[config.mk]
export PLATFORM = sky130hd
export DESIGN_NAME = coproc_xif_sched_flat
export DESIGN_NICKNAME = d
export VERILOG_FILES = /design/src/rtl/coproc_xif_sched_if.sv /design/src/rtl/coproc_xif_sched.sv /design/src/flat_wrapper.sv
export SDC_FILE = /design/constraint.sdc
export NUM_CORES = 1
export LEC_CHECK = 0
export BUFFER_PORTS_ARGS = -buffer_cell sky130_fd_sc_hd__buf_4
export CAP_MARGIN = 5
export CORE_ASPECT_RATIO = 0.7
export CORE_MARGIN = 3
export CORE_UTILIZATION = 40
export CTS_CLUSTER_SIZE = 24
export DETAILED_ROUTE_END_ITERATION = 10
export GPL_TIMING_DRIVEN = 0
export PLACE_DENSITY = 0.57
export RECOVER_POWER = 50
export SYNTH_ARGS = -nofsm -noshare
export SYNTH_HDL_FRONTEND = slang
export SYNTH_SLANG_ARGS = --single-unit
[constraint.sdc]
create_clock -name clk_i -period 4.7 [get_ports clk_i]
set_input_delay 0.47 -clock clk_i [delete_from_list [all_inputs] [get_ports clk_i]]
set_output_delay 0.47 -clock clk_i [all_outputs]
set_load 0.03 [all_outputs]
[src/rtl/coproc_xif_sched_if.sv]
// X-interface channel bundle between the core (master) and the coprocessor scheduler (slave).
// Signal names keep the scheduler-side _i/_o direction suffixes.
interface coproc_xif_sched_if #(
  parameter int ID_WIDTH = 4,
  parameter int XLEN     = 32
);
  logic                issue_valid_i;
  logic                issue_ready_o;
  logic [ID_WIDTH-1:0] issue_id_i;
  logic [4:0]          issue_rd_i;
  logic                ex_accept_i;
  logic [XLEN-1:0]     ex_result_i;
  logic                issue_accept_o;
  logic                commit_valid_i;
  logic [ID_WIDTH-1:0] commit_id_i;
  logic                commit_kill_i;
  logic                result_valid_o;
  logic                result_ready_i;
  logic [ID_WIDTH-1:0] result_id_o;
  logic [XLEN-1:0]     result_data_o;
  logic [4:0]          result_rd_o;
  logic                result_we_o;

  modport master (
    output issue_valid_i, issue_id_i, issue_rd_i, ex_accept_i, ex_result_i,
    output commit_valid_i, commit_id_i, commit_kill_i, result_ready_i,
    input  issue_ready_o, issue_accept_o,
    input  result_valid_o, result_id_o, result_data_o, result_rd_o, result_we_o
  );

  modport slave (
    input  issue_valid_i, issue_id_i, issue_rd_i, ex_accept_i, ex_result_i,
    input  commit_valid_i, commit_id_i, commit_kill_i, result_ready_i,
    output issue_ready_o, issue_accept_o,
    output result_valid_o, result_id_o, result_data_o, result_rd_o, result_we_o
  );
endinterface

[src/rtl/coproc_xif_sched.sv]
// In-order issue/commit/result scheduler for the CV-X-IF custom coprocessor.
// Optional perf counters: define COPROC_SCHED_PERF_EN.
module coproc_xif_sched #(
  parameter int DEPTH    = 4,
  parameter int ID_WIDTH = 4,
  parameter int XLEN     = 32
) (
  input  logic              clk_i,
  input  logic              rst_ni,
  coproc_xif_sched_if.slave xif,
  output logic              err_unknown_id_o,
  output logic [31:0]       issued_cnt_o,
  output logic [31:0]       killed_cnt_o
);
  localparam int          PW       = $clog2(DEPTH);
  localparam logic [PW:0] CNT_FULL = (PW+1)'(DEPTH);
  localparam logic [1:0]  ST_PEND   = 2'd0;
  localparam logic [1:0]  ST_COMMIT = 2'd1;
  localparam logic [1:0]  ST_KILL   = 2'd2;

  logic [DEPTH-1:0]    r_valid;
  logic [1:0]          r_state [DEPTH];
  logic [ID_WIDTH-1:0] r_id    [DEPTH];
  logic [4:0]          r_rd    [DEPTH];
  logic [XLEN-1:0]     r_data  [DEPTH];
  logic [PW-1:0]       r_head;
  logic [PW-1:0]       r_tail;
  logic [PW:0]         r_count;
  logic                r_err;

  logic             w_id_hit;
  logic             w_cmt_hit;
  logic [DEPTH-1:0] w_cmt_apply;
  logic             w_ready;
  logic             w_push;
  logic             w_push_match;
  logic             w_pop;
  logic             w_head_commit;
  logic             w_head_kill;
  logic             w_kill_applied;
  logic [1:0]       w_cmt_state;

  // Associative lookup of issue and commit ids against held entries.
  always_comb begin
    w_id_hit    = 1'b0;
    w_cmt_hit   = 1'b0;
    w_cmt_apply = '0;
    for (int i = 0; i < DEPTH; i++) begin
      w_id_hit       = w_id_hit | (r_valid[i] & (r_id[i] == xif.issue_id_i));
      w_cmt_hit      = w_cmt_hit | (xif.commit_valid_i & r_valid[i] & (r_id[i] == xif.commit_id_i));
      w_cmt_apply[i] = xif.commit_valid_i & r_valid[i] & (r_id[i] == xif.commit_id_i)
                       & (r_state[i] == ST_PEND);
    end
  end

  assign w_ready        = (r_count < CNT_FULL) & ~w_id_hit;
  assign w_push         = xif.issue_valid_i & w_ready & xif.ex_accept_i;
  assign w_push_match   = xif.commit_valid_i & w_push & ~w_cmt_hit
                          & (xif.commit_id_i == xif.issue_id_i);
  assign w_cmt_state    = xif.commit_kill_i ? ST_KILL : ST_COMMIT;
  assign w_head_commit  = r_valid[r_head] & (r_state[r_head] == ST_COMMIT);
  assign w_head_kill    = r_valid[r_head] & (r_state[r_head] == ST_KILL);
  assign w_pop          = w_head_kill | (w_head_commit & xif.result_ready_i);
  assign w_kill_applied = xif.commit_valid_i & xif.commit_kill_i & ((|w_cmt_apply) | w_push_match);

  assign xif.issue_ready_o  = w_ready;
  assign xif.issue_accept_o = w_ready & xif.ex_accept_i;

  // Result channel is a pure function of the head entry registers.
  assign xif.result_valid_o = w_head_commit;
  assign xif.result_we_o    = w_head_commit;
  assign xif.result_id_o    = w_head_commit ? r_id[r_head]   : {ID_WIDTH{1'b0}};
  assign xif.result_data_o  = w_head_commit ? r_data[r_head] : {XLEN{1'b0}};
  assign xif.result_rd_o    = w_head_commit ? r_rd[r_head]   : 5'd0;
  assign err_unknown_id_o   = r_err;

  // Entry storage: commit/kill marking, head retirement, tail allocation.
  always_ff @(posedge clk_i or negedge rst_ni) begin
    if (!rst_ni) begin
      r_valid <= '0;
      r_head  <= '0;
      r_tail  <= '0;
      r_count <= '0;
      r_err   <= 1'b0;
      for (int i = 0; i < DEPTH; i++) begin
        r_state[i] <= ST_PEND;
        r_id[i]    <= '0;
        r_rd[i]    <= 5'd0;
        r_data[i]  <= '0;
      end
    end else begin
      for (int i = 0; i < DEPTH; i++) begin
        if (w_cmt_apply[i]) r_state[i] <= w_cmt_state;
      end
      if (w_pop) begin
        r_valid[r_head] <= 1'b0;
        r_head          <= r_head + PW'(1);
      end
      // A commit arriving with its own issue lands directly in the new entry.
      if (w_push) begin
        r_valid[r_tail] <= 1'b1;
        r_state[r_tail] <= w_push_match ? w_cmt_state : ST_PEND;
        r_id[r_tail]    <= xif.issue_id_i;
        r_rd[r_tail]    <= xif.issue_rd_i;
        r_data[r_tail]  <= xif.ex_result_i;
        r_tail          <= r_tail + PW'(1);
      end
      if (w_push && !w_pop) begin
        r_count <= r_count + (PW+1)'(1);
      end else if (w_pop && !w_push) begin
        r_count <= r_count - (PW+1)'(1);
      end
      if (xif.commit_valid_i && !w_cmt_hit && !w_push_match) r_err <= 1'b1;
    end
  end

`ifdef COPROC_SCHED_PERF_EN
  logic [31:0] r_issued_cnt;
  logic [31:0] r_killed_cnt;

  // Saturating performance counters.
  always_ff @(posedge clk_i or negedge rst_ni) begin
    if (!rst_ni) begin
      r_issued_cnt <= 32'd0;
      r_killed_cnt <= 32'd0;
    end else begin
      if (w_push && (r_issued_cnt != 32'hFFFF_FFFF)) r_issued_cnt <= r_issued_cnt + 32'd1;
      if (w_kill_applied && (r_killed_cnt != 32'hFFFF_FFFF)) r_killed_cnt <= r_killed_cnt + 32'd1;
    end
  end

  assign issued_cnt_o = r_issued_cnt;
  assign killed_cnt_o = r_killed_cnt;
`else
  logic w_unused_kill;
  assign w_unused_kill = w_kill_applied;
  assign issued_cnt_o  = 32'd0;
  assign killed_cnt_o  = 32'd0;
`endif
endmodule

[src/flat_wrapper.sv]
// flat-port wrapper written by rule: the top's interface ports become plain ports
module coproc_xif_sched_flat 
#(
  parameter int DEPTH    = 4,
  parameter int ID_WIDTH = 4,
  parameter int XLEN     = 32
)
  (clk_i, rst_ni, err_unknown_id_o, issued_cnt_o, killed_cnt_o, xif_issue_valid_i, xif_issue_id_i, xif_issue_rd_i, xif_ex_accept_i, xif_ex_result_i, xif_commit_valid_i, xif_commit_id_i, xif_commit_kill_i, xif_result_ready_i, xif_issue_ready_o, xif_issue_accept_o, xif_result_valid_o, xif_result_id_o, xif_result_data_o, xif_result_rd_o, xif_result_we_o);
  coproc_xif_sched_if #(.ID_WIDTH(ID_WIDTH), .XLEN(XLEN)) xif_i ();
  input  logic clk_i;
  input  logic rst_ni;
  output logic err_unknown_id_o;
  output logic [31:0] issued_cnt_o;
  output logic [31:0] killed_cnt_o;
  input wire logic [$bits(xif_i.issue_valid_i)-1:0] xif_issue_valid_i;
  input wire logic [$bits(xif_i.issue_id_i)-1:0] xif_issue_id_i;
  input wire logic [$bits(xif_i.issue_rd_i)-1:0] xif_issue_rd_i;
  input wire logic [$bits(xif_i.ex_accept_i)-1:0] xif_ex_accept_i;
  input wire logic [$bits(xif_i.ex_result_i)-1:0] xif_ex_result_i;
  input wire logic [$bits(xif_i.commit_valid_i)-1:0] xif_commit_valid_i;
  input wire logic [$bits(xif_i.commit_id_i)-1:0] xif_commit_id_i;
  input wire logic [$bits(xif_i.commit_kill_i)-1:0] xif_commit_kill_i;
  input wire logic [$bits(xif_i.result_ready_i)-1:0] xif_result_ready_i;
  output wire logic [$bits(xif_i.issue_ready_o)-1:0] xif_issue_ready_o;
  output wire logic [$bits(xif_i.issue_accept_o)-1:0] xif_issue_accept_o;
  output wire logic [$bits(xif_i.result_valid_o)-1:0] xif_result_valid_o;
  output wire logic [$bits(xif_i.result_id_o)-1:0] xif_result_id_o;
  output wire logic [$bits(xif_i.result_data_o)-1:0] xif_result_data_o;
  output wire logic [$bits(xif_i.result_rd_o)-1:0] xif_result_rd_o;
  output wire logic [$bits(xif_i.result_we_o)-1:0] xif_result_we_o;
  assign xif_i.issue_valid_i = xif_issue_valid_i;
  assign xif_i.issue_id_i = xif_issue_id_i;
  assign xif_i.issue_rd_i = xif_issue_rd_i;
  assign xif_i.ex_accept_i = xif_ex_accept_i;
  assign xif_i.ex_result_i = xif_ex_result_i;
  assign xif_i.commit_valid_i = xif_commit_valid_i;
  assign xif_i.commit_id_i = xif_commit_id_i;
  assign xif_i.commit_kill_i = xif_commit_kill_i;
  assign xif_i.result_ready_i = xif_result_ready_i;
  assign xif_issue_ready_o = xif_i.issue_ready_o;
  assign xif_issue_accept_o = xif_i.issue_accept_o;
  assign xif_result_valid_o = xif_i.result_valid_o;
  assign xif_result_id_o = xif_i.result_id_o;
  assign xif_result_data_o = xif_i.result_data_o;
  assign xif_result_rd_o = xif_i.result_rd_o;
  assign xif_result_we_o = xif_i.result_we_o;
  coproc_xif_sched #(.DEPTH(DEPTH), .ID_WIDTH(ID_WIDTH), .XLEN(XLEN)) u_core (.clk_i(clk_i), .rst_ni(rst_ni), .xif(xif_i), .err_unknown_id_o(err_unknown_id_o), .issued_cnt_o(issued_cnt_o), .killed_cnt_o(killed_cnt_o));
endmodule
### Yosys cells after proc, flatten, opt, wreduce, memory -nomap -nowiden

Cells that the tools add are included.

| storage, ports and cells | value |
|---|---|
| register bits | 184 |
| bits in latches | 0 |
| RAM bits | 0 |
| memory bits (read-only) | 0 |
| input bits | 52 |
| output and inout port bits | 110 |
| word-level logic and storage cells | 144 |
| memories | 0 |

| cells by class | value |
|---|---|
| add/sub/neg operators | 4 |
| multipliers | 0 |
| div/mod/pow operators | 0 |
| order comparisons | 8 |
| equal/unequal tests | 11 |
| shift operators | 0 |
| muxes and demuxes | 44 |
| bitwise logic cells | 40 |
| reduce and logical (&&, ||, !) cells | 16 |

Operators by type and width:

| kind | number |
|---|---|
| $bwmux 128 | 1 |
| $mux 32 | 4 |
| $bmux 32 s2 | 1 |
| $demux 32 s2 | 1 |
| $eq 4x4->1 | 9 |
| $and 1x1->1 | 26 |
| $mux 4 | 6 |
| $bwmux 20 | 1 |
| $mux 5 | 4 |
| $mux 2 | 9 |
| $bwmux 16 | 1 |
| $bmux 5 s2 | 1 |
| $demux 5 s2 | 1 |
| $bmux 4 s2 | 1 |
| $bwmux 8 | 1 |
| $demux 4 s2 | 1 |
| $logic_not 2->1 | 4 |
| $mux 8 | 1 |
| $logic_and 1x1->1 | 7 |
| $or 1x1->1 | 7 |
| $ge 3x3->1 const B | 2 |
| $lt 2x3->1 const B | 2 |
| $mux 3 | 2 |
| $not 2->3 | 2 |
| other kinds (19) | 28 |

### Logic depth before layout (Yosys ltp)

Gate-level depths: netlist of run 1.

| depth | value |
|---|---|
| depth after elaboration | 15 |
| mapped depth | 13 |
| depth with buffers taken out | 11 |

### Worst setup path before layout of run 1

Ideal clock, no wire load.

| timing | value |
|---|---|
| kind | input -> register |
| start | input port xif_issue_id_i[3] |
| end | register u_core.r_count[2] |
| library setup time | 0.079 ns |
| arrival time | 2.721 ns |
| data required time | 4.621 ns |
| slack | 1.899 ns |
| cell stages on the path | 12 |
| buffers on the path | 2 |
| cell sequence | buf_4 > xor2_1 > nor4_1 > nor3_4 > and3_1 > buf_2 > ha_1 > inv_1 > fa_1 > xor2_1 > nor2_1 > xor2_1 |

| between the ends | value |
|---|---|
| longest elaborated chain between the ends | 12 |
| elaborated cells between the ends (all ways) | 20 |
| classes of those cells | eq/ne (4); mux (1); bitwise (11); reduce/logical (4) |

Ends and longest elaborated chain:

| item | line | source |
|---|---|---|
| start: declaration | flat_wrapper.sv:16 | `input wire logic [$bits(xif_i.issue_id_i)-1:0] xif_issue_id_i;` |
| $eq 4x4->1 | coproc_xif_sched.sv:49 | `w_id_hit = w_id_hit \| (r_valid[i] & (r_id[i] == xif.issue_id_i));` |
| $and 1x1->1 | coproc_xif_sched.sv:49 |  |
| $or 1x1->1 (2 in series) | coproc_xif_sched.sv:49 |  |
| $or 1x1->1 * | coproc_xif_sched.sv:49 |  |
| $not 1->1 * | coproc_xif_sched.sv:56 | `assign w_ready = (r_count < CNT_FULL) & ~w_id_hit;` |
| $and 1x1->1 * | coproc_xif_sched.sv:56 |  |
| $and 1x1->1 * (2 in series) | coproc_xif_sched.sv:57 | `assign w_push = xif.issue_valid_i & w_ready & xif.ex_accept_i;` |
| $logic_not 1->1 | coproc_xif_sched.sv:110 | `end else if (w_pop && !w_push) begin` |
| $logic_and 1x1->1 | coproc_xif_sched.sv:110 |  |
| $reduce_bool 2->1 (no line) | -- |  |
| end signal: assignment | coproc_xif_sched.sv:109 | `r_count <= r_count + (PW+1)'(1);` |
| end signal: assignment | coproc_xif_sched.sv:111 | `r_count <= r_count - (PW+1)'(1);` |
| end: declaration | coproc_xif_sched.sv:28 | `logic [PW:0] r_count;` |

Mark *: on every way between the ends. The rest lies on a longest branch, timed or not.
A chain may end at the register's enable or synchronous reset.

### Worst setup path after layout of run 1

| timing | value |
|---|---|
| start | register u_core.r_head[1] |
| end | output port xif_result_rd_o[4] |

| between the ends | value |
|---|---|
| longest elaborated chain between the ends | 7 |
| elaborated cells between the ends (all ways) | 12 |
| classes of those cells | eq/ne (1); mux (9); bitwise (2) |

Ends and longest elaborated chain:

| item | line | source |
|---|---|---|
| start: declaration | coproc_xif_sched.sv:26 | `logic [PW-1:0] r_head;` |
| start signal: assignment | coproc_xif_sched.sv:97 | `r_head <= r_head + PW'(1);` |
| $not 2->3 (not written as such) | coproc_xif_sched.sv:61, coproc_xif_sched.sv:74 |  |
| $bmux 2 s2 | coproc_xif_sched.sv:61 | `assign w_head_commit = r_valid[r_head] & (r_state[r_head] == ST_COMMIT);` |
| $mux 2 (not written as such) (2 in series) | coproc_xif_sched.sv:61 |  |
| $eq 2x1->1 | coproc_xif_sched.sv:61 |  |
| $and 1x1->1 | coproc_xif_sched.sv:61 |  |
| $mux 5 * | coproc_xif_sched.sv:74 | `assign xif.result_rd_o = w_head_commit ? r_rd[r_head] : 5'd0;` |
| end: declaration | flat_wrapper.sv:29 | `output wire logic [$bits(xif_i.result_rd_o)-1:0] xif_result_rd_o;` |

Mark *: on every way between the ends. The rest lies on a longest branch, timed or not. The select of a mux whose other input is x is not followed.

==> results of run 1 <==
## cells in the mapped netlist, drive strengths merged, types with 2 or more instances
cell and n:
nor3 2, and2 2, and3 43, mux2 166, a22o 5, nor2 7
ha 9, nand2b 3, xor2 25, a21oi 8, nor2b 3, nor4 8
mux4 44, nand4 5, xnor2 10, mux2i 8, inv 14, clkbuf 17
a31oi 3, nand2 13, buf 92, dfrtp 184, o221ai 2
## cell usage in the layout (no fill, tap or decap), types with 2 or more instances in the layout
cell       instances
dfrtp_1          184
buf_4            154
mux2_2            93
mux2_4            72
conb_1            64
mux4_2            44
and3_1            43
xor2_1            25
clkbuf_1          24
clkbuf_16         17
buf_6             15
inv_1             14
nand2_1           13
xnor2_1           10
ha_1               9
a21oi_1            8
nor4_1             8
mux2i_1            8
nor2_1             7
bufinv_16          6
a22o_1             5
nand4_1            5
buf_1              4
clkinv_2           4
nor2b_1            3
nand2b_1           3
buf_2              2
and2_1             2
nor3_1             2
o221ai_1           2
a31oi_1            2
inv_6              2
## worst max path at each step
stage / slack (ps) / to / from / cells after the start
2_1_floorplan: 1900 / u_core.r_count[2]$_DFFE_PN0P_ / xif_issue_id_i[3] / 12
3_3_place_gp: 1230 / u_core.r_count[1]$_DFFE_PN0P_ / u_core.r_head[1]$_DFFE_PN0N_ / 11
3_5_place_dp: 1180 / u_core.r_count[1]$_DFFE_PN0P_ / u_core.r_head[1]$_DFFE_PN0N_ / 11
4_1_cts: 910 / xif_result_rd_o[4] / u_core.r_head[1]$_DFFE_PN0N_ / 6
5_1_grt: 570 / u_core.r_rd[6]$_DFFE_PN0P_ / rst_ni / 2
6_report: 960 / xif_result_rd_o[4] / u_core.r_head[1]$_DFFE_PN0N_ / 6
## area by class of cell
cell class | instances | area [um2]
clock inverters | 13 | 225
clock buffers | 18 | 429
flip-flops and latches | 184 | 4600
inverters | 14 | 52.6
multi-input cells | 439 | 4570
fillers | 2098 | 12200
repair buffers | 92 | 706
plain buffers | 109 | 773
well taps | 318 | 398
## power breakdown
group          switching [mW]  internal [mW]  leakage (nW)  total, mW
sequential              0.526           2.35          2.26       2.88
clock                   0.630          0.995         0.320       1.63
combinational            1.53           1.86          3.31       3.39
total                    2.68           5.21          5.89       7.89
## critical path, delay by kind of cell, from the launching register on
family,cells,cell delay [ps]
flip-flops,1,380
AND/OR/NAND/NOR,2,930
buffers and inverters,3,1110
multiplexers,1,400
## metal layers
metal  GRT usage  part of all wire  vias to the layer above
li1            -                 -                     2665
met1       0.264              0.48                     3111
met2       0.282              0.46                      145
met3      0.0486             0.057                       10
met4      0.0377            0.0062                        0
met5           0                 0                        -
## through the flow
step / instance area (um2) / total power [mW]
after global placement: 11200 / 6.21
after CTS: 11900 / 8.01
after detailed placement: 11200 / 6.36
final: 11800 / 7.89
after global routing: 11800 / 8.37
after floorplan: 10100 / 5.38
## sequential cells by signal, summed over array words and instances, names as in the netlist
signal / cells
u_core.err_unknown_id_o: 1
u_core.r_count: 3
u_core.r_data: 128
u_core.r_head: 2
u_core.r_id: 16
u_core.r_rd: 20
u_core.r_state: 8
u_core.r_tail: 2
u_core.r_valid: 4
## cell families after synthesis
kind of cell | synth area share
muxes | 0.325
DFF | 0.467
buffers and inverters | 0.0869
and+or+nand+nor | 0.0587
xor gates and xnor gates | 0.0311
AOI/OAI and AO/OA | 0.0174
adders and majority gates | 0.0134
other | 0.000380
==> summary.md, run 1 <==
| Metric | Value |
|---|---|
| Outcome | complete, but fails checks |
| Failing checks | capacitance limit, slew limit |
| Die area | between 0.02 and 0.03 mm2 |
| Vias per inst | between 4 and 5 |
| Seq/Total Area, Yosys | 0.467 |
| TritonCTS Buffers | 17 |
| Min-Delay Path Class | primary input to flip-flop |
| Diodes inserted | 0 |
| # placed instances | 1155 |
| Post-CTS resize count | 0 |
| Initial antenna violation count | 0 |
| WL final | 23600 um |
| Cts hold-fix bufs | 1 |
| CTS tree | built |
| Req. time, crit path | 4230 ps |
| R2R Setup Slk | 1180 ps |
| Share of cells above drive strength 1 | 0.475 |
| Drt pass-1 iters | 5 |
| Min Tclk post-route | between 3000 and 4000 ps |
| Fin worst setup slack | 963 ps |
| Post-synth ARST share | 1.00 |
| Nature of the critical path endpoint | output pin |
| Initial Util | 0.412 |
| Clock Skew | between 8 and 9 ps |
| Worst Path Max Fanout | 10 |
| Crit path kind | flip-flop to output pin |
| Hold Crit Depth | 2 |
| Core ar. | 0.0239 mm2 |
| Row count | 47 |
| Die height | 137 um |
| Clk sinks | 184 |
| Mean Syn Cell Area | 14.4 um2 |
| Largest net degree at the start of global routing | around 130 |
| DRC viols | 0 |
| Reg-to-reg endpoint | u_core.r_count[1]$_DFFE_PN0P_ |
| Vias in the first global route | 6404 |
| FF+latch count, synth | 184 |
| Synth Flop Type | dfrtp_1 |
| Worst Min Path Start | xif_ex_result_i[28] |
| Pre-CTS setup slack | 1180 ps |
| Area leader, netlist | dfrtp_1 |
| Postcts setup bufs | 0 |
| Antenna Nets Post-Route | 0 |
| Setup TNS | 0 ps |
| CP Launch Type | flip-flop |
| Mapped cell area | 0.00987 mm2 |
| Worst VDD drop | 0.375 mV |
| GP Congestion | a little over 0.8 |
| Least-Margin Pin Slew | roughly 3100 ps |
| RSZ-0062 raised after global routing | no |
| Via Count | 5931 |
| Final Net Count | 919 |
| Crit-path max cell delay | 650 ps |
| P_leak | 5.89 nW |
| Post-Layout Cell Count | 1187 |
| Synth Instances | between 600 and 700 |
| PortBufs | 90 |
| Top cell type's share of synthesized area | 0.467 |
| Total global routing overflow | 0 |
| Final clock period utilization by the worst path | 0.795 |
| Setup Viol. Count Final | 0 |
| Hold Violations, Final | 0 |
| CTS Buffer Depth | 2 |
| Routed length per instance | 19.9 um |
| First-pass GRT wire length | 37300 um |
| Crit path DAT | 3270 ps |
| DRT iter0 DRCs | 239 |
| Area grow syn2layout | 19.2% |
| CTS root buffer | clkbuf_16 |
| FF-to-FF Start | u_core.r_head[1]$_DFFE_PN0N_ |
| Power per cell area | 671 mW/mm2 |
| Worst path slowest cell | nor2b_1 |
| Post-synthesis cell type count | 42 |
| Crit-path most repeated cell | clkbuf_1 |
| Critical-path cell list | clkbuf_1 > mux4_2 > nor2b_1 > clkbuf_1 > and3_1 > buf_4 |
| CTS H-tree lvls | 4 |
| Clk_lat worst skew | approximately 430 ps |
| DP Wirelength | approximately 17000 um |
| Worst hold slack | just under 300 ps |
| Core Util, Final | 0.491 |
| Worst rel slew slack | -1.09 |
| Boundary pin count | 162 |
| Die W | 194 um |
| Yosys Warn Count | 0 |
| Total GRT Usage | 0.183 |
| Synth top area cells | dfrtp_1 47%, mux2_4 11%, mux2_2 11% |
| Clk slew on worst S/H paths | around 70 ps |
| MaxCap Viol Count | 1 |
| Worst reg2reg path depth | 11 |
| Fmax achieved | 268 MHz |
| Worst Hold End | u_core.r_data[92]$_DFFE_PN0P_ |
| Post-synth EDFFs | 0 |
| Max-slew violation count | 55 |
No activity file was read; power rests on OpenSTA's default activity.
==> inputs of run 2 (changes only) <==
clock period = 3.9 ns   (was 4.7 ns; I/O delays follow)
==> run 2 against run 1 <==
The run still ends with capacitance limit, slew limit left. Global-route usage is the same. Wire length shrank 0.11%. Flip-flop and latch count is the same. Critical path type unchanged. Largest cell class unchanged.
==> summary.md, run 2 (synthesis results as in run 1) <==
| Metric | Value |
|---|---|
| Clk slew on worst S/H paths | 70 ps |
| Switching power | approximately 3.2 mW |
| Worst rel slew slack | -0.720 |
| Clock power frac | 0.205 |
| Hold Violations, Final | 0 |
| Clk_lat worst skew | 430 ps |
| CP top delay family | buffers and inverters |
| CTS tree | built |
| Setup Viol. Count Final | 0 |
| Crit path DAT | 3000 ps |
| DP Wirelength | around 17000 um |
| Die height | 137 um |
| Via Count | 5905 |
| DRC viols | 0 |
| Drt pass-1 iters | 4 |
| Area grow syn2layout | 19.4% |
| First-pass GRT wire length | 37300 um |
| Total GRT Usage | 0.183 |
| Worst path slowest cell | clkbuf_1 |
| Nature of the critical path endpoint | output pin |
| Largest net degree at the start of global routing | 131 |
| Core ar. | 0.0239 mm2 |
| Diodes inserted | 0 |
| Filler Cell Count | 2096 |
| Initial antenna violation count | 0 |
| Reg with most FFs | u_core.r_data |
| Postcts setup bufs | 0 |
| Largest registers | u_core.r_data: 128 flops, u_core.r_rd: 20 flops, u_core.r_id: 16 flops |
| Largest register FFs | 128 |
| Max-slew violation count | 55 |
| Clock Skew | 8.52 ps |
| Die area | around 0.027 mm2 |
| Vias in the first global route | between 6000 and 7000 |
| Boundary pin count | 162 |
| CP Launch Type | flip-flop |
| Req. time, crit path | roughly 3500 ps |
| Final Power | between 9 and 10 mW |
| CTS root buffer | clkbuf_16 |
| Commonest non-fill, non-tap cells in the layout | 184 x dfrtp_1, 154 x buf_4, 93 x mux2_2 |
| WL final | approximately 24000 um |
| RSZ-0062 raised after global routing | no |
| Fmax achieved | 295 MHz |
| Total global routing overflow | 0 |
| P_leak | 5.91 nW |
| Power per cell area | 807 mW/mm2 |
| Crit-path max cell delay | about 460 ps |
| Failing checks | capacitance limit, slew limit |
| TritonCTS Buffers | 17 |
| Critical-path cell list | clkbuf_1 > mux4_2 > nor2b_2 > clkbuf_1 > and3_1 > buf_4 |
| GP Congestion | 0.823 |
| Vias per inst | 4.97 |
| Initial Util | 0.412 |
| Final Net Count | between 900 and 1000 |
| CTS H-tree lvls | 4 |
| # placed instances | 1155 |
| Row count | 47 |
| Switching share of power | 0.339 |
| Min-Delay Path Class | primary input to flip-flop |
| Worst VDD drop | 0.452 mV |
| Combinational power share | 0.430 |
| Commonest non-fill, non-tap cell in the layout | dfrtp_1 |
| CTS Buffer Depth | 2 |
| Die W | about 190 um |
| Worst Path Max Fanout | 10 |
| Worst hold slack | approximately 210 ps |
| Crit path kind | flip-flop to output pin |
| Buf+Inv Stages, Crit Path | 3 |
| Share of cells above drive strength 1 | 0.478 |
| Post-Layout Cell Count | about 1200 |
| Antenna Nets Post-Route | 0 |
| Clk sinks | 184 |
| DRT iter0 DRCs | 252 |
| Routed length per instance | 19.9 um |
| Crit-path most repeated cell | clkbuf_1 |
| Min Tclk post-route | 3390 ps |
| P_int | 6.28 mW |
| Outcome | complete, but fails checks |
| MaxCap Viol Count | 1 |
| PortBufs | 90 |
| Setup TNS | 0 ps |
| Final clock period utilization by the worst path | 0.869 |
| Least-Margin Pin Slew | 2580 ps |
| Sequential power share | 0.364 |
==> run 2: path summary, 6_finish.rpt <==
check / start / slack [ps] / to / depth (start not counted)
max in group asynchronous: rst_ni / 890 / u_core.r_data[107]$_DFFE_PN0P_ / 3
max reg2reg: u_core.r_head[1]$_DFFE_PN0N_ / 680 / u_core.r_count[1]$_DFFE_PN0P_ / 11
min: xif_ex_result_i[15] / 210 / u_core.r_data[79]$_DFFE_PN0P_ / 2
min reg2reg: u_core.err_unknown_id_o$_DFFE_PN0P_ / 460 / u_core.err_unknown_id_o$_DFFE_PN0P_ / 1
max: u_core.r_head[1]$_DFFE_PN0N_ / 510 / xif_result_rd_o[4] / 6
min in group asynchronous: rst_ni / 1420 / u_core.r_id[8]$_DFFE_PN0P_ / 2
==> run 2: power by group through the flow <==
| stage | Sequential, mW | Combinational, mW | Clock [mW] |
|---|---|---|---|
| 4_1_cts | 3.46 | 4.20 | 1.99 |
| 3_5_place_dp | 3.48 | 4.18 | 0 |
| 6_report | 3.46 | 4.09 | 1.95 |
| 5_1_grt | 3.57 | 4.44 | 2.09 |
| 3_3_place_gp | 3.40 | 4.09 | 0 |
| 2_1_floorplan | 3.24 | 3.24 | 0 |
==> run 2: per-stage QoR <==
stage / setup WS [ps] / cell area (um2) / util
after global placement: 433 / 11200 / 0.467
final: 512 / 11800 / 0.492
after global routing: 266 / 11800 / 0.492
after detailed placement: 375 / 11200 / 0.468
after floorplan: 1110 / 10100 / -
after CTS: 192 / 11900 / 0.496
==> run 2: what timing repair did <==
item,4_1_cts,5_1_grt
resized for setup,0,1
endpoints found under the hold margin,54,0
hold buffers,1,0
setup endpoints to repair,0,7
==> run 2: layout make-up <==
| cell class | instances | area [um2] | share of cell area |
|---|---|---|---|
| flip-flops and latches | 184 | 4600 | 0.391 |
| multi-input cells | 439 | 4580 | 0.389 |
| plain buffers | 109 | 773 | 0.0656 |
| repair buffers | 92 | 714 | 0.0606 |
| clock buffers | 18 | 429 | 0.0364 |
| well taps | 318 | 398 | 0.0338 |
| clock inverters | 13 | 225 | 0.0191 |
| inverters | 14 | 52.6 | 0.00446 |
==> run 2: layer usage <==
metal  wire length [um]  part of all wire  track usage  vias up
li1                   -                 -            -     2668
met1              11300              0.48        0.264     3089
met2              10700              0.45        0.282      140
met3               1490             0.063       0.0486        8
met4                118            0.0050       0.0377        0
met5                  0                 0            0        -
==> inputs of run 3 (changes only) <==
ABC_AREA = 1   (was unset)
==> run 3 against run 2 <==
The flow still finishes with violations (capacitance limit, slew limit). Non-clock buffer count grew 29. Synthesized area shrank 2.5%. Final area shrank 1.8%. Critical endpoint is now xif_result_data_o[26]. Highest routed layer unchanged.
==> summary.md, run 3 <==
| Metric | Value |
|---|---|
| Die height | 136 um |
| Post-synthesis cell type count | 28 |
| Clk_lat worst skew | 440 ps |
| PortBufs | around 90 |
| Crit path DAT | ~3200 ps |
| Antenna Nets Post-Route | 0 |
| DP Wirelength | approximately 21000 um |
| FF-to-FF Start | u_core.r_id[11]$_DFFE_PN0P_ |
| Max-slew violation count | between 70 and 80 |
| Share of cells above drive strength 1 | 0.152 |
| Total global routing overflow | 0 |
| Final Power | 4.08 mW |
| Largest net degree at the start of global routing | 112 |
| MaxCap Viol Count | 1 |
| P_leak | ~6.1 nW |
| Vias per inst | 4.92 |
| DRT iter0 DRCs | 731 |
| Initial antenna violation count | 0 |
| Outcome | complete, but fails checks |
| CP top delay family | buffers and inverters |
| Clock power frac | 0.465 |
| Final Net Count | 1500 |
| Nature of the critical path endpoint | output pin |
| DRC viols | 0 |
| Min Tclk post-route | between 3000 and 4000 ps |
| Die W | 191 um |
| CP Launch Point | u_core.r_head[0]$_DFFE_PN0N_ |
| Drt pass-1 iters | 5 |
| Largest registers | u_core.r_data: 128 flops, u_core.r_rd: 20 flops, u_core.r_id: 16 flops |
| Row count | 46 |
| Crit path kind | flip-flop to output pin |
| Seq/Total Area, Yosys | 0.478 |
| Failing checks | capacitance limit, slew limit |
| Routed length per instance | 17.0 um |
| TritonCTS Buffers | 17 |
| Hold Violations, Final | 0 |
| Yosys Warn Count | 0 |
| Crit-path max cell delay | 410 ps |
| Area grow syn2layout | 20.2% |
| Synth top area cells | dfrtp_1 48%, nand2_1 16%, o21ai_0 8.7% |
| Worst path slowest cell | dfrtp_1 |
| CTS root buffer | clkbuf_16 |
| Combinational power share | 0.067 |
| Clk slew on worst S/H paths | 80 ps |
| Total GRT Usage | 0.234 |
| First-pass GRT wire length | ~47000 um |
| P_int | 3.09 mW |
| FF+latch count, synth | 184 |
| Area leader, netlist | dfrtp_1 |
| Crit-path most repeated cell | buf_2 |
| R2R Setup Slk | 750 ps |
| Filler Cell Count | 2328 |
| Top cell type's share of synthesized area | 0.478 |
| Mean Syn Cell Area | roughly 7.6 um2 |
| Largest register FFs | between 100 and 150 |
| Buf+Inv Stages, Crit Path | 5 |
| Commonest non-fill, non-tap cell in the layout | nand2_1 |
| Post-synth EDFFs | 0 |
| Postcts setup bufs | 0 |
| Setup TNS | 0 ps |
| Commonest cells post-synth | 407 x nand2_1, 184 x dfrtp_1, 168 x o21ai_0, 132 x a21oi_1, 118 x inv_1 |
| Diodes inserted | 0 |
| Switching power | 0.986 mW |
| Worst reg2reg path depth | 14 |
| Power per cell area | 353 mW/mm2 |
| Worst rel slew slack | -0.296 |
| Core ar. | 0.0231 mm2 |
| Final clock period utilization by the worst path | 0.930 |
| CTS H-tree lvls | 4 |
| Die area | about 0.026 mm2 |
| Synth Instances | 1263 |
| Reg-to-reg endpoint | u_core.r_count[2]$_DFFE_PN0P_ |
| Boundary pin count | between 150 and 200 |
| Mapped cell area | ~0.0096 mm2 |
| Switching share of power | 0.242 |
| Req. time, crit path | roughly 3500 ps |
| CP Launch Type | flip-flop |
| Critical-path cell list | buf_2 > inv_1 > buf_2 > o21ai_0 > o21ai_1 > nand3_2 > clkbuf_1 > a21oi_1 > buf_4 |
| Post-synth ARST share | 1.00 |
| Clock Skew | roughly 8.4 ps |
| WL final | 29900 um |
| Post-DP Area | between 0.01 and 0.015 mm2 |
| Worst Hold End | u_core.r_data[0]$_DFFE_PN0P_ |
| GP Congestion | 0.887 |
| Most frequent cell after synthesis | nand2_1 |
| Hold Crit Depth | 3 |
| CTS Buffer Depth | 2 |
| Clk sinks | roughly 180 |
| Sequential power share | 0.468 |
| Worst Path Max Fanout | 10 |
| Commonest non-fill, non-tap cells in the layout | 407 x nand2_1, 184 x dfrtp_1, 168 x o21ai_0 |
| CTS tree | built |
| RSZ-0062 raised after global routing | no |
| Fmax achieved | 276 MHz |
| Vias in the first global route | 8140 |
| Min-Delay Path Class | primary input to flip-flop |
| Worst VDD drop | ~0.31 mV |
| Least-Margin Pin Slew | 1940 ps |
| Initial Util | 0.416 |
| Reg with most FFs | u_core.r_data |
| Setup Viol. Count Final | 0 |
| Via Count | 8677 |
| Synth Flop Type | dfrtp_1 |
| Worst Min Path Start | xif_ex_result_i[0] |
| Post-route cell area | 0.0116 mm2 |
==> run 3: changes by cell type after synthesis, moves of 16 or more <==
cell      change
mux4_2       -44
inv_1       +104
buf_2        +27
nand2_1     +394
and3_1       -43
mux2_2       -92
o21ai_1      +16
a21oi_1     +124
nand3_1      +29
mux2_4       -72
clkbuf_1     +16
buf_6        -19
xor2_1       -18
o21ai_0     +167
==> run 3: cell families after synthesis <==
logic type | count (synthesis) | synth area share
xor gates and xnor gates | 10 | 0.00910
adders and majority gates | 10 | 0.0138
buffers and inverters | 260 | 0.131
DFF | 184 | 0.478
and+or+nand+nor | 468 | 0.192
muxes | 1 | 0.00117
AOI/OAI and AO/OA | 329 | 0.174
other | 1 | 0.000390
==> run 3: worst max path at each step <==
stage               cells after the start                             to
finish                                  9          xif_result_data_o[26]
CTS                                     9             xif_result_rd_o[1]
global route                           10          xif_result_data_o[26]
global placement                        9             xif_result_rd_o[1]
detailed placement                      9             xif_result_rd_o[1]
floorplan                              11  u_core.r_count[1]$_DFFE_PN0P_
==> run 3: final cells by class <==
class | count | area, um2 | share of cell area
Buffer | 137 | 792 | 0.0685
Clock buffer | 19 | 443 | 0.0383
Clock inverter | 13 | 191 | 0.0166
Inverter | 123 | 462 | 0.0399
Multi-Input combinational cell | 882 | 3970 | 0.344
Sequential cell | 184 | 4600 | 0.398
Tap cell | 312 | 390 | 0.0338
Timing Repair Buffer | 93 | 707 | 0.0611
==> run 3: power groups by stage <==
stage / Clock (mW) / Combinational (mW) / Sequential [mW]
after floorplan: 0 / 0.158 / 1.94
after global placement: 0 / 0.271 / 1.94
after detailed placement: 0 / 0.274 / 1.94
after CTS: 1.92 / 0.275 / 1.91
after global routing: 2.02 / 0.299 / 1.91
final: 1.90 / 0.275 / 1.91
==> run 3: worst reg2reg max path, cell delays in order, from the launching register on <==
cell,delay (ps)
dfrtp_1,410
inv_1,110
nand2_1,70
o211ai_1,90
nor2_1,70
nor2_1,190
nand4_1,540
inv_1,500
ha_1,210
inv_1,70
fa_1,430
nor2_1,110
nor2_1,40
nand2_1,80
xor2_1,140
==> run 3: routing by layer <==
layer  track usage  vias to the layer above  wire length (um)
met5             0                        -                 0
met4        0.0477                        0               354
met3        0.0471                       25              2310
met2         0.334                      317             12600
met1         0.367                     4102             14600
li1              -                     4233                 -
==> run 3: per-stage QoR <==
stage,instances,utilization,setup slack (ps),hold WS (ps)
3_3_place_gp,1729,0.473,652,447
2_1_floorplan,1326,-,1370,94.4
3_5_place_dp,1730,0.474,650,409
6_report,1763,0.500,274,175
5_1_grt,1763,0.500,128,165
4_1_cts,1763,0.502,146,163
==> run 3: timing repair <==
action	CTS	global route
setup endpoints to repair	0	1
hold endpoints to repair	73	0
hold buffers	1	0
gates resized for setup	0	1
